File: config.mk
export PLATFORM = sky130hd
export DESIGN_NAME = scan_frame_capture_flat
export DESIGN_NICKNAME = d
export VERILOG_FILES = /design/src/rtl/scan_frame_capture_if.sv /design/src/rtl/scan_frame_capture.sv /design/src/flat_wrapper.sv
export SDC_FILE = /design/constraint.sdc
export NUM_CORES = 1
export LEC_CHECK = 0
export ABC_AREA = 1
export BUFFER_PORTS_ARGS = -buffer_cell sky130_fd_sc_hd__buf_2
export CORE_MARGIN = 3
export CORE_UTILIZATION = 55
export CTS_CLUSTER_DIAMETER = 200
export CTS_CLUSTER_SIZE = 20
export DETAILED_ROUTE_END_ITERATION = 6
export GPL_ROUTABILITY_DRIVEN = 0
export PLACE_DENSITY_LB_ADDON = 0.15
export SETUP_SLACK_MARGIN = 0.3
export SYNTH_ARGS = -nofsm -noshare
export SYNTH_HDL_FRONTEND = slang
export SYNTH_SLANG_ARGS = --single-unit
File: constraint.sdc
create_clock -name CLK -period 6.2 [get_ports CLK]
set_input_delay 1.24 -clock CLK [delete_from_list [all_inputs] [get_ports CLK]]
set_output_delay 1.24 -clock CLK [all_outputs]
set_load 0.05 [all_outputs]
File: src/rtl/scan_frame_capture_if.sv
// -----------------------------------------------------------------------------
// scan_frame_capture_if
//   Bundles the LED matrix scan bus observed by the frame capture block,
//   together with its frame-buffer read port and status outputs.
//
//   Scan bus   : EN, COMM[2:0], red/green/blue[7:0] (active-low column bytes)
//   Control    : freeze (hold the committed buffer, discard completed frames)
//   Read port  : rd_row[2:0], rd_sel[1:0] -> rd_data[7:0] (active-high, registered)
//   Status     : frame_valid, frame_cnt[7:0], sync_err, stall_err, locked
//
//   master : the side that drives the scan bus and the read request
//   slave  : the capture block itself
// -----------------------------------------------------------------------------
interface scan_frame_capture_if;
    logic       EN;
    logic [2:0] COMM;
    logic [7:0] red;
    logic [7:0] green;
    logic [7:0] blue;
    logic       freeze;
    logic [2:0] rd_row;
    logic [1:0] rd_sel;
    logic [7:0] rd_data;
    logic       frame_valid;
    logic [7:0] frame_cnt;
    logic       sync_err;
    logic       stall_err;
    logic       locked;

    modport master (
        output EN, COMM, red, green, blue, freeze, rd_row, rd_sel,
        input  rd_data, frame_valid, frame_cnt, sync_err, stall_err, locked
    );

    modport slave (
        input  EN, COMM, red, green, blue, freeze, rd_row, rd_sel,
        output rd_data, frame_valid, frame_cnt, sync_err, stall_err, locked
    );
endinterface

File: src/rtl/scan_frame_capture.sv
// -----------------------------------------------------------------------------
// scan_frame_capture
//   Receive-side counterpart of the 8x8 LED matrix scan driver. Watches the
//   multiplexed scan bus, rebuilds complete frames row by row in a shadow
//   buffer and copies a frame into the committed buffer only once all eight
//   rows have arrived in order, so a read never sees a torn frame.
//
//   Ports:
//     CLK    : system clock
//     clear  : synchronous active-high reset
//     bus    : scan_frame_capture_if.slave
//              EN/COMM/red/green/blue  scan bus in (colour bytes active-low)
//              freeze                  1 = discard completed frames
//              rd_row/rd_sel           read request (sel 0 R, 1 G, 2 B, 3 OR)
//              rd_data                 selected row, active-high, registered
//              frame_valid             one-cycle pulse on commit
//              frame_cnt               committed frame count (wraps)
//              sync_err                one-cycle pulse on an out-of-order row
//              stall_err               one-cycle pulse on scan timeout
//              locked                  a frame completed since entering CAPTURE
//
//   Parameters:
//     SETTLE  : consecutive equal COMM samples needed before a row is sampled
//     TIMEOUT : cycles without a row sample in CAPTURE before a stall
//     TO_W    : stall counter width
// -----------------------------------------------------------------------------
module scan_frame_capture #(
    parameter int SETTLE  = 4,
    parameter int TIMEOUT = 20000,
    parameter int TO_W    = 16
) (
    input  logic                 CLK,
    input  logic                 clear,
    scan_frame_capture_if.slave  bus
);

    localparam int ST_W = $clog2(SETTLE + 1);

    // Frame storage: [colour][row] with colour 0 red, 1 green, 2 blue.
    typedef logic [2:0][7:0][7:0] frame_t;

    typedef enum logic [0:0] {
        ST_HUNT    = 1'b0,
        ST_CAPTURE = 1'b1
    } state_t;

    // Row selector for the read port; sel 3 shows any lit colour.
    function automatic logic [7:0] pick_row(input frame_t fb,
                                            input logic [2:0] row,
                                            input logic [1:0] sel);
        logic [7:0] val;
        case (sel)
            2'd0:    val = fb[0][row];
            2'd1:    val = fb[1][row];
            2'd2:    val = fb[2][row];
            2'd3:    val = fb[0][row] | fb[1][row] | fb[2][row];
            default: val = 8'h00;
        endcase
        return val;
    endfunction

    // Two-stage input synchronisers
    logic            en_q1_r;
    logic            en_sync_r;
    logic [2:0]      comm_q1_r;
    logic [2:0]      comm_sync_r;
    logic [7:0]      red_q1_r;
    logic [7:0]      red_sync_r;
    logic [7:0]      green_q1_r;
    logic [7:0]      green_sync_r;
    logic [7:0]      blue_q1_r;
    logic [7:0]      blue_sync_r;

    // Stability tracking
    logic [2:0]      comm_prev_r;
    logic [ST_W-1:0] stab_r;
    logic [ST_W-1:0] stab_nxt_s;
    logic            sample_s;

    // Frame reconstruction
    state_t          state_r;
    logic [2:0]      expect_r;
    logic [TO_W-1:0] stall_r;
    logic [2:0]      last_row_r;
    logic            last_valid_r;
    frame_t          shadow_r;
    frame_t          shadow_wr_s;
    frame_t          committed_r;

    // Registered outputs
    logic [7:0]      rd_data_r;
    logic            frame_valid_r;
    logic [7:0]      frame_cnt_r;
    logic            sync_err_r;
    logic            stall_err_r;
    logic            locked_r;

    // Input synchronisers and stability counter state
    always_ff @(posedge CLK) begin
        if (clear) begin
            en_q1_r      <= 1'b0;
            en_sync_r    <= 1'b0;
            comm_q1_r    <= 3'd0;
            comm_sync_r  <= 3'd0;
            red_q1_r     <= 8'h00;
            red_sync_r   <= 8'h00;
            green_q1_r   <= 8'h00;
            green_sync_r <= 8'h00;
            blue_q1_r    <= 8'h00;
            blue_sync_r  <= 8'h00;
            comm_prev_r  <= 3'd0;
            stab_r       <= {ST_W{1'b0}};
        end else begin
            en_q1_r      <= bus.EN;
            en_sync_r    <= en_q1_r;
            comm_q1_r    <= bus.COMM;
            comm_sync_r  <= comm_q1_r;
            red_q1_r     <= bus.red;
            red_sync_r   <= red_q1_r;
            green_q1_r   <= bus.green;
            green_sync_r <= green_q1_r;
            blue_q1_r    <= bus.blue;
            blue_sync_r  <= blue_q1_r;
            comm_prev_r  <= comm_sync_r;
            stab_r       <= stab_nxt_s;
        end
    end

    // Stability count and single-cycle sample event. The event fires when the
    // count climbs through SETTLE-1; saturation at SETTLE keeps a row that is
    // simply held from firing again, and the last_row compare keeps a glitch
    // that returns to the same row from re-sampling it.
    always_comb begin
        stab_nxt_s = {ST_W{1'b0}};
        sample_s   = 1'b0;
        if (!en_sync_r || (comm_sync_r != comm_prev_r)) begin
            stab_nxt_s = {ST_W{1'b0}};
        end else if (stab_r == ST_W'(SETTLE)) begin
            stab_nxt_s = stab_r;
        end else begin
            stab_nxt_s = stab_r + 1'b1;
        end
        if (en_sync_r && (stab_nxt_s == ST_W'(SETTLE - 1)) &&
            (!last_valid_r || (comm_sync_r != last_row_r))) begin
            sample_s = 1'b1;
        end else begin
            sample_s = 1'b0;
        end
    end

    // Shadow buffer with the currently sampled row written in (active-high).
    // Used both for the shadow update and for the commit, so row 7 lands in
    // the committed buffer in the same cycle it is sampled.
    always_comb begin
        shadow_wr_s                 = shadow_r;
        shadow_wr_s[0][comm_sync_r] = ~red_sync_r;
        shadow_wr_s[1][comm_sync_r] = ~green_sync_r;
        shadow_wr_s[2][comm_sync_r] = ~blue_sync_r;
    end

    // Frame capture FSM: row ordering, commit, sync and stall detection
    always_ff @(posedge CLK) begin
        if (clear) begin
            state_r       <= ST_HUNT;
            expect_r      <= 3'd0;
            stall_r       <= {TO_W{1'b0}};
            last_row_r    <= 3'd0;
            last_valid_r  <= 1'b0;
            shadow_r      <= '{default: 8'h00};
            committed_r   <= '{default: 8'h00};
            frame_valid_r <= 1'b0;
            frame_cnt_r   <= 8'd0;
            sync_err_r    <= 1'b0;
            stall_err_r   <= 1'b0;
            locked_r      <= 1'b0;
        end else begin
            frame_valid_r <= 1'b0;
            sync_err_r    <= 1'b0;
            stall_err_r   <= 1'b0;
            if (sample_s) begin
                last_row_r   <= comm_sync_r;
                last_valid_r <= 1'b1;
            end
            case (state_r)
                ST_HUNT: begin
                    // Other rows are ignored silently while hunting for row 0.
                    stall_r <= {TO_W{1'b0}};
                    if (sample_s && (comm_sync_r == 3'd0)) begin
                        shadow_r <= shadow_wr_s;
                        expect_r <= 3'd1;
                        state_r  <= ST_CAPTURE;
                    end
                end
                ST_CAPTURE: begin
                    if (sample_s) begin
                        stall_r <= {TO_W{1'b0}};
                        if (comm_sync_r == expect_r) begin
                            shadow_r <= shadow_wr_s;
                            expect_r <= expect_r + 3'd1;
                            if (comm_sync_r == 3'd7) begin
                                // Frame complete; a frozen buffer keeps the
                                // old frame but the scan is still in lock.
                                locked_r <= 1'b1;
                                if (!bus.freeze) begin
                                    committed_r   <= shadow_wr_s;
                                    frame_valid_r <= 1'b1;
                                    frame_cnt_r   <= frame_cnt_r + 8'd1;
                                end
                            end
                        end else begin
                            sync_err_r <= 1'b1;
                            locked_r   <= 1'b0;
                            if (comm_sync_r == 3'd0) begin
                                // Out-of-order row 0 is a fresh frame start.
                                shadow_r <= shadow_wr_s;
                                expect_r <= 3'd1;
                            end else begin
                                expect_r <= 3'd0;
                                state_r  <= ST_HUNT;
                            end
                        end
                    end else if (stall_r == TO_W'(TIMEOUT - 1)) begin
                        // Scan stalled: forget the last row so that the same
                        // row can be sampled again once scanning resumes.
                        stall_r      <= {TO_W{1'b0}};
                        stall_err_r  <= 1'b1;
                        locked_r     <= 1'b0;
                        last_valid_r <= 1'b0;
                        expect_r     <= 3'd0;
                        state_r      <= ST_HUNT;
                    end else begin
                        stall_r <= stall_r + 1'b1;
                    end
                end
                default: begin
                    state_r  <= ST_HUNT;
                    expect_r <= 3'd0;
                    stall_r  <= {TO_W{1'b0}};
                    locked_r <= 1'b0;
                end
            endcase
        end
    end

    // Registered read port; sees the committed buffer as it was before any
    // commit happening on the same edge.
    always_ff @(posedge CLK) begin
        if (clear) begin
            rd_data_r <= 8'h00;
        end else begin
            rd_data_r <= pick_row(committed_r, bus.rd_row, bus.rd_sel);
        end
    end

    assign bus.rd_data     = rd_data_r;
    assign bus.frame_valid = frame_valid_r;
    assign bus.frame_cnt   = frame_cnt_r;
    assign bus.sync_err    = sync_err_r;
    assign bus.stall_err   = stall_err_r;
    assign bus.locked      = locked_r;

endmodule

File: src/flat_wrapper.sv
// flat-port wrapper written by rule: the top's interface ports become plain ports
module scan_frame_capture_flat 
#(
    parameter int SETTLE  = 4,
    parameter int TIMEOUT = 20000,
    parameter int TO_W    = 16
)
  (CLK, clear, bus_EN, bus_COMM, bus_red, bus_green, bus_blue, bus_freeze, bus_rd_row, bus_rd_sel, bus_rd_data, bus_frame_valid, bus_frame_cnt, bus_sync_err, bus_stall_err, bus_locked);
  scan_frame_capture_if bus_i ();
  input  logic CLK;
  input  logic clear;
  input wire logic [$bits(bus_i.EN)-1:0] bus_EN;
  input wire logic [$bits(bus_i.COMM)-1:0] bus_COMM;
  input wire logic [$bits(bus_i.red)-1:0] bus_red;
  input wire logic [$bits(bus_i.green)-1:0] bus_green;
  input wire logic [$bits(bus_i.blue)-1:0] bus_blue;
  input wire logic [$bits(bus_i.freeze)-1:0] bus_freeze;
  input wire logic [$bits(bus_i.rd_row)-1:0] bus_rd_row;
  input wire logic [$bits(bus_i.rd_sel)-1:0] bus_rd_sel;
  output wire logic [$bits(bus_i.rd_data)-1:0] bus_rd_data;
  output wire logic [$bits(bus_i.frame_valid)-1:0] bus_frame_valid;
  output wire logic [$bits(bus_i.frame_cnt)-1:0] bus_frame_cnt;
  output wire logic [$bits(bus_i.sync_err)-1:0] bus_sync_err;
  output wire logic [$bits(bus_i.stall_err)-1:0] bus_stall_err;
  output wire logic [$bits(bus_i.locked)-1:0] bus_locked;
  assign bus_i.EN = bus_EN;
  assign bus_i.COMM = bus_COMM;
  assign bus_i.red = bus_red;
  assign bus_i.green = bus_green;
  assign bus_i.blue = bus_blue;
  assign bus_i.freeze = bus_freeze;
  assign bus_i.rd_row = bus_rd_row;
  assign bus_i.rd_sel = bus_rd_sel;
  assign bus_rd_data = bus_i.rd_data;
  assign bus_frame_valid = bus_i.frame_valid;
  assign bus_frame_cnt = bus_i.frame_cnt;
  assign bus_sync_err = bus_i.sync_err;
  assign bus_stall_err = bus_i.stall_err;
  assign bus_locked = bus_i.locked;
  scan_frame_capture #(.SETTLE(SETTLE), .TIMEOUT(TIMEOUT), .TO_W(TO_W)) u_core (.CLK(CLK), .clear(clear), .bus(bus_i));
endmodule
==> impl_metrics.json, run 1 <==
{
  "cts_sinks": 490,
  "cp.arrival_ps": 4410,
  "grt_max_degree": 201,
  "worstMarginPinSlew_ps": 1204,
  "firstDrtPassIters": 5,
  "synthFlopType": "dfxtp_1",
  "routed_wl_um": 56750,
  "crit_type": "reg2reg",
  "drtIter0Drc": 1556,
  "cts_tree": "yes",
  "nFillCells": 3996,
  "cts_setup_buffers": 0,
  "via_per_inst": 5.134,
  "grt_setup_unrepaired": "no",
  "clock_latency_ps": 590,
  "yosysWarningCount": 0,
  "synth_area_leaders": "dfxtp_1 43%, nand2_1 16%, nor2_1 10%",
  "largest_registers": "u_core.committed_r: 192 flops, u_core.shadow_r: 192 flops, u_core.stall_r: 16 flops",
  "reg2reg_to": "u_core.shadow_r[146]",
  "die_h_um": 210.4,
  "nets": 3441,
  "async_flop_share": 0,
  "drv_slew": 0,
  "worst_ep_required_time_ps": 6680,
  "cts_resized": 0,
  "crit_fanout": 122,
  "synth_nets": 3548,
  "floorplan.die_area_um2": 44280,
  "drc": 0,
  "io_pins": 56,
  "design_area_um2": 23600,
  "worstSetupEndpointType": "flip-flop",
  "drive_above_1_share": 0.05882,
  "leakage_nw": 11.03,
  "synth_cell_types": 37,
  "synth_edf_count": 0,
  "detail-route-antenna-nets": 0,
  "cts_buffers": 28,
  "dpl_cell_area_um2": 22860,
  "min_path_type": "reg2reg",
  "ir_drop_uv": 199.1,
  "dp_hpwl_um": 32540,
  "synth.ff_latch_count": 490,
  "vias": 20190,
  "timing_hold_violations_final": 0,
  "maxCapViolCount": 0,
  "overflow": 0,
  "core_um2": 41020,
  "hp-start": "u_core.en_q1_r",
  "avgSynthCellArea_um2": 6.554,
  "setup_tns_ps": 0,
  "hold_depth": 2,
  "period_share": 0.6336,
  "wl_per_cell_um": 14.43,
  "hold_buffers": 0,
  "clk_pin_slew_ps": 80,
  "syn-cell-area_um2": 22980,
  "htreeDepth": 1,
  "worstHoldEndpoint": "u_core.en_sync_r",
  "start_util": 0.5603,
  "rrSetupSlack_ps": 2270,
  "ys_seq_area_frac": 0.4268,
  "root_buffer": "clkbuf_16",
  "timing.fmax_ghz": 0.2545,
  "layout_min_cycle_time_ps": 3929,
  "synth_top_cell_area_share": 0.4268,
  "grt_pass1_wl_um": 92330,
  "cp-start-kind": "flip-flop",
  "die_w_um": 210.4,
  "clock_skew_ps": 19.45,
  "syn_inst": 3507,
  "setup_violations": 0,
  "p_per_area_nw_per_um2": 229.9,
  "grt_antenna_before_repair": 0,
  "status": "finished clean",
  "port_buffers": 55,
  "clock_path_buffers": 3,
  "syn_to_final_growth_pct": 2.668,
  "reg2regPathDepth": 10,
  "slew_headroom": 0.1943,
  "synth_largest_area_cell": "dfxtp_1",
  "rows": 74,
  "grt_pass1_vias": 18470,
  "reg2reg_from": "u_core.comm_sync_r[2]",
  "gr-usage-all-layers": 0.2519
}
[kinds of logic after synthesis]
kind of cell / synth area share
AO/OA/AOI/OAI: 0.1297
flip-flops: 0.4268
XOR/XNOR: 0.005335
adder cells (fa/ha/maj): 0.002722
buffers and inverters: 0.1357
AND/OR/NAND/NOR: 0.2997
[power breakdown]
group / total (mW) / switching, mW / internal, mW
Combinational: 0.382 / 0.280 / 0.102
Sequential: 3.18 / 0.0122 / 3.17
Clock: 1.86 / 1.03 / 0.832
Total: 5.42 / 1.32 / 4.10
[worst max-delay path: stages, from the launching register on]
cell	delay (ps)
dfxtp_1	420
nor2_1	200
nand2_1	70
buf_4	260
inv_1	850
nand3_2	370
nand2_8	620
buf_4	720
nand2_1	130
nand2_1	90
nor2_1	40
[cell usage in the layout, fill, tap and decap left out, types with 2 or more instances in the layout]
master and count:
nand2_1 977, nor2_1 625, dfxtp_1 490, inv_1 464, o21ai_0 302, a21oi_1 202, buf_2 54, or2_2 49
nand3_1 41, o211ai_1 40, clkbuf_16 29, buf_4 22, nand2_2 16, nand4_1 12, xor2_1 8, a21oi_2 8
o221ai_1 8, nor3_1 7, xnor2_1 6, nor4_1 6, ha_1 5, inv_2 3, nor2_2 3, nor3b_1 3
buf_12 3, o21ai_1 2, inv_6 2, nand3_2 2
[final cells by class]
type,count,area (um^2),area share
multi-input combinational,2329,10090,0.4277
tap,532,665.6,0.02821
inverter,471,1780,0.07545
sequential,490,9809,0.4157
timing repair buffer,80,509.2,0.02158
clock buffer,29,725.7,0.03075
clock inverter,1,11.26,0.0004772
antenna,1,2.502,0.0001061
[metal layers]
| metal | track usage | routed length, um |
|---|---|---|
| met2 | 0.4362 | 26200 |
| met3 | 0.02619 | 3100 |
| met5 | 0 | 0 |
| met1 | 0.3323 | 25640 |
| met4 | 0.08152 | 1802 |
[per-stage QoR]
stage	utilization	std cells	setup WS, ps	total power [mW]	hold WS (ps)
after floorplan	-	3507	3581	3.511	388.3
after global placement	0.5573	3902	2444	3.626	391.5
after detailed placement	0.5573	3902	2354	3.632	394.7
after CTS	0.5752	3932	2328	5.473	405.6
after global routing	0.5752	3932	2041	5.627	415.7
final	0.5753	3933	2271	5.425	403.5
[synthesized netlist by cell type, types with 2 or more instances]
library cell / n
inv_1: 466
nand2_2: 12
o211ai_1: 40
nand4_1: 12
nor2_2: 3
nor2_1: 625
dfxtp_1: 490
o21ai_0: 302
a21oi_2: 8
o221ai_1: 8
ha_1: 5
o21ai_1: 2
xor2_1: 8
nand3_1: 42
inv_2: 3
or2_2: 49
nand2_1: 982
buf_4: 33
buf_2: 3
nor3b_1: 3
xnor2_1: 6
buf_6: 52
nor4_1: 6
buf_1: 23
a21oi_1: 202
nor3_1: 7
clkbuf_1: 105
[worst max path at each step]
| stage | from | end | slack, ps |
|---|---|---|---|
| floorplan | bus_rd_row[1] | u_core.bus.rd_data[3] | 3580 |
| detailed placement | u_core.comm_sync_r[2] | u_core.shadow_r[146] | 2350 |
| global route | u_core.comm_sync_r[2] | u_core.shadow_r[160] | 2040 |
| CTS | u_core.comm_sync_r[2] | u_core.shadow_r[146] | 2330 |
| finish | u_core.comm_sync_r[2] | u_core.shadow_r[146] | 2270 |
| global placement | u_core.comm_sync_r[2] | u_core.shadow_r[155] | 2440 |
Note: power is estimated with default switching activity, not from simulation.
==> inputs of run 2 (changes only) <==
==> constraint.sdc (replaced) <==
create_clock -name CLK -period 3.3 [get_ports CLK]
set_input_delay 0.66 -clock CLK [delete_from_list [all_inputs] [get_ports CLK]]
set_output_delay 0.66 -clock CLK [all_outputs]
set_load 0.05 [all_outputs]
==> run 2 against run 1 <==
Compared with the run above: global-route usage rose by 0.081 points; sequential power rose by 88%; clock-buffer cell count did not move; critical path type unchanged; critical endpoint is now u_core.shadow_r[145]; largest cell class unchanged; largest power group unchanged.
==> impl_metrics.json, run 2 (synthesis gave the netlist of run 1 again) <==
{
  "status": "finished clean",
  "timing_hold_violations_final": 0,
  "slew_headroom": 0.4330,
  "drt-met1-wl_um": 25910,
  "htreeDepth": 1,
  "setup_violations": 0,
  "worstSetupEndpointType": "flip-flop",
  "maxCapViolCount": 0,
  "cp.arrival_ps": 3120,
  "nFillCells": 3905,
  "grt_pass1_vias": 18810,
  "clock_latency_ps": 590,
  "cp-start-kind": "flip-flop",
  "leakage_nw": 11.19,
  "setup_tns_ps": 0,
  "layout_min_cycle_time_ps": 2641,
  "overflow": 0,
  "route.met3.wl_um": 3299,
  "cts_sinks": 490,
  "core_um2": 41020,
  "worstPathCellList": "inv_1, ha_1, inv_1, nand3_1, nand2_1, nand3_1, nor2_8, nand4_2, nand2_8, buf_12, nand2_1, nand2_1, nor2_1",
  "largest_registers": "u_core.committed_r: 192 flops, u_core.shadow_r: 192 flops, u_core.stall_r: 16 flops",
  "nets": 3461,
  "cts_resized": 0,
  "drive_above_1_share": 0.06433,
  "crit_fanout": 81,
  "p_per_area_nw_per_um2": 426.7,
  "worst_ep_required_time_ps": 3780,
  "die_h_um": 210.4,
  "clk_pin_slew_ps": 90,
  "hold_buffers": 0,
  "drc": 0,
  "p_total_mw": 10.20,
  "die_w_um": 210.4,
  "start_util": 0.5603,
  "reg2regPathDepth": 13,
  "reg2reg_to": "u_core.shadow_r[145]",
  "grt_setup_unrepaired": "no",
  "topRoutingLayerUsed": "met4",
  "reg2reg_from": "u_core.stab_r[0]",
  "routed_wl_um": 57370,
  "io_pins": 56,
  "vias": 20400,
  "drtIter0Drc": 1760,
  "timing.fmax_ghz": 0.3787,
  "wl_per_cell_um": 14.52,
  "clock_path_buffers": 3,
  "cpPeakStageDelay_ps": 400,
  "rows": 74,
  "via_per_inst": 5.163,
  "floorplan.die_area_um2": 44280,
  "utilization": 0.5829,
  "grt_antenna_before_repair": 0,
  "ir_drop_uv": 358.1,
  "crit_end": "u_core.shadow_r[145]",
  "cts_buffers": 28,
  "dpl_cell_area_um2": 23170,
  "design_area_um2": 23910,
  "firstDrtPassIters": 7,
  "final_common_cell": "nand2_1",
  "detail-route-antenna-nets": 0,
  "gr-usage-all-layers": 0.2527,
  "route.met2.wl_um": 26960,
  "diodes": 0,
  "grt_pass1_wl_um": 93180,
  "clock_skew_ps": 15.69,
  "cpMostUsedCell": "nand2_1",
  "dp_hpwl_um": 33130,
  "hold_depth": 3,
  "syn_to_final_growth_pct": 4.018,
  "grt_max_degree": 162,
  "crit_start": "u_core.stab_r[0]",
  "cts_setup_buffers": 0,
  "crit_type": "reg2reg",
  "period_share": 0.8002,
  "final_cell_mix": "977 x nand2_1, 625 x nor2_1, 490 x dfxtp_1",
  "cpMaxStageDelayCell": "nand2_8",
  "min_path_type": "in2reg",
  "worstMarginPinSlew_ps": 850.5,
  "drv_slew": 0,
  "root_buffer": "clkbuf_16",
  "cts_tree": "yes",
  "port_buffers": 55,
  "rrSetupSlack_ps": 660
}
run 2: cell types whose count changed in the layout (fill, tap and decap cells not counted), sizes merged:
cell,change
buf,+20
diode,-1
run 2: metrics by stage:
| step | instances | setup WS (ps) | hold slack [ps] |
|---|---|---|---|
| floorplan | 3507 | 1261 | 388.3 |
| global placement | 3922 | 759.3 | 391.1 |
| detailed placement | 3922 | 689.1 | 392.4 |
| CTS | 3952 | 676.9 | 250.2 |
| global route | 3952 | 428.1 | 267.3 |
| finish | 3952 | 659.4 | 268.9 |
run 2: critical path: cells and delay by family (launching register included):
family | cells | cell delay (ps)
adders and majority gates | 1 | 230
buffers and inverters | 3 | 510
DFF | 1 | 370
and+or+nand+nor | 9 | 1370
run 2: where the power goes:
| group | switching [mW] | internal [mW] |
|---|---|---|
| Combinational | 0.540 | 0.204 |
| Clock | 1.93 | 1.56 |
| Sequential | 0.0169 | 5.95 |
| Total | 2.49 | 7.72 |
run 2: metal layers:
metal,GRT usage,up-vias
li1,-,10430
met1,0.3332,9375
met2,0.4427,513
met3,0.02798,81
met4,0.06905,0
met5,0,-
run 2: worst min path at each step:
| stage | startpoint | end | slack (ps) |
|---|---|---|---|
| 6_report | bus_red[6] | u_core.red_q1_r[6] | 270 |
| 3_3_place_gp | u_core.en_q1_r | u_core.en_sync_r | 390 |
| 4_1_cts | bus_red[5] | u_core.red_q1_r[5] | 250 |
| 5_1_grt | bus_red[5] | u_core.red_q1_r[5] | 270 |
| 3_5_place_dp | u_core.red_q1_r[7] | u_core.red_sync_r[7] | 390 |
| 2_1_floorplan | u_core.blue_q1_r[0] | u_core.blue_sync_r[0] | 390 |
run 2: area by class of cell:
cell class	count	area [um^2]	share of cell area
multi-input combinational	2329	10090	0.4221
sequential	490	9809	0.4103
clock buffer	29	725.7	0.03036
inverter	471	1780	0.07448
tap	532	665.6	0.02784
clock inverter	1	11.26	0.0004710
timing repair buffer	100	822.0	0.03439
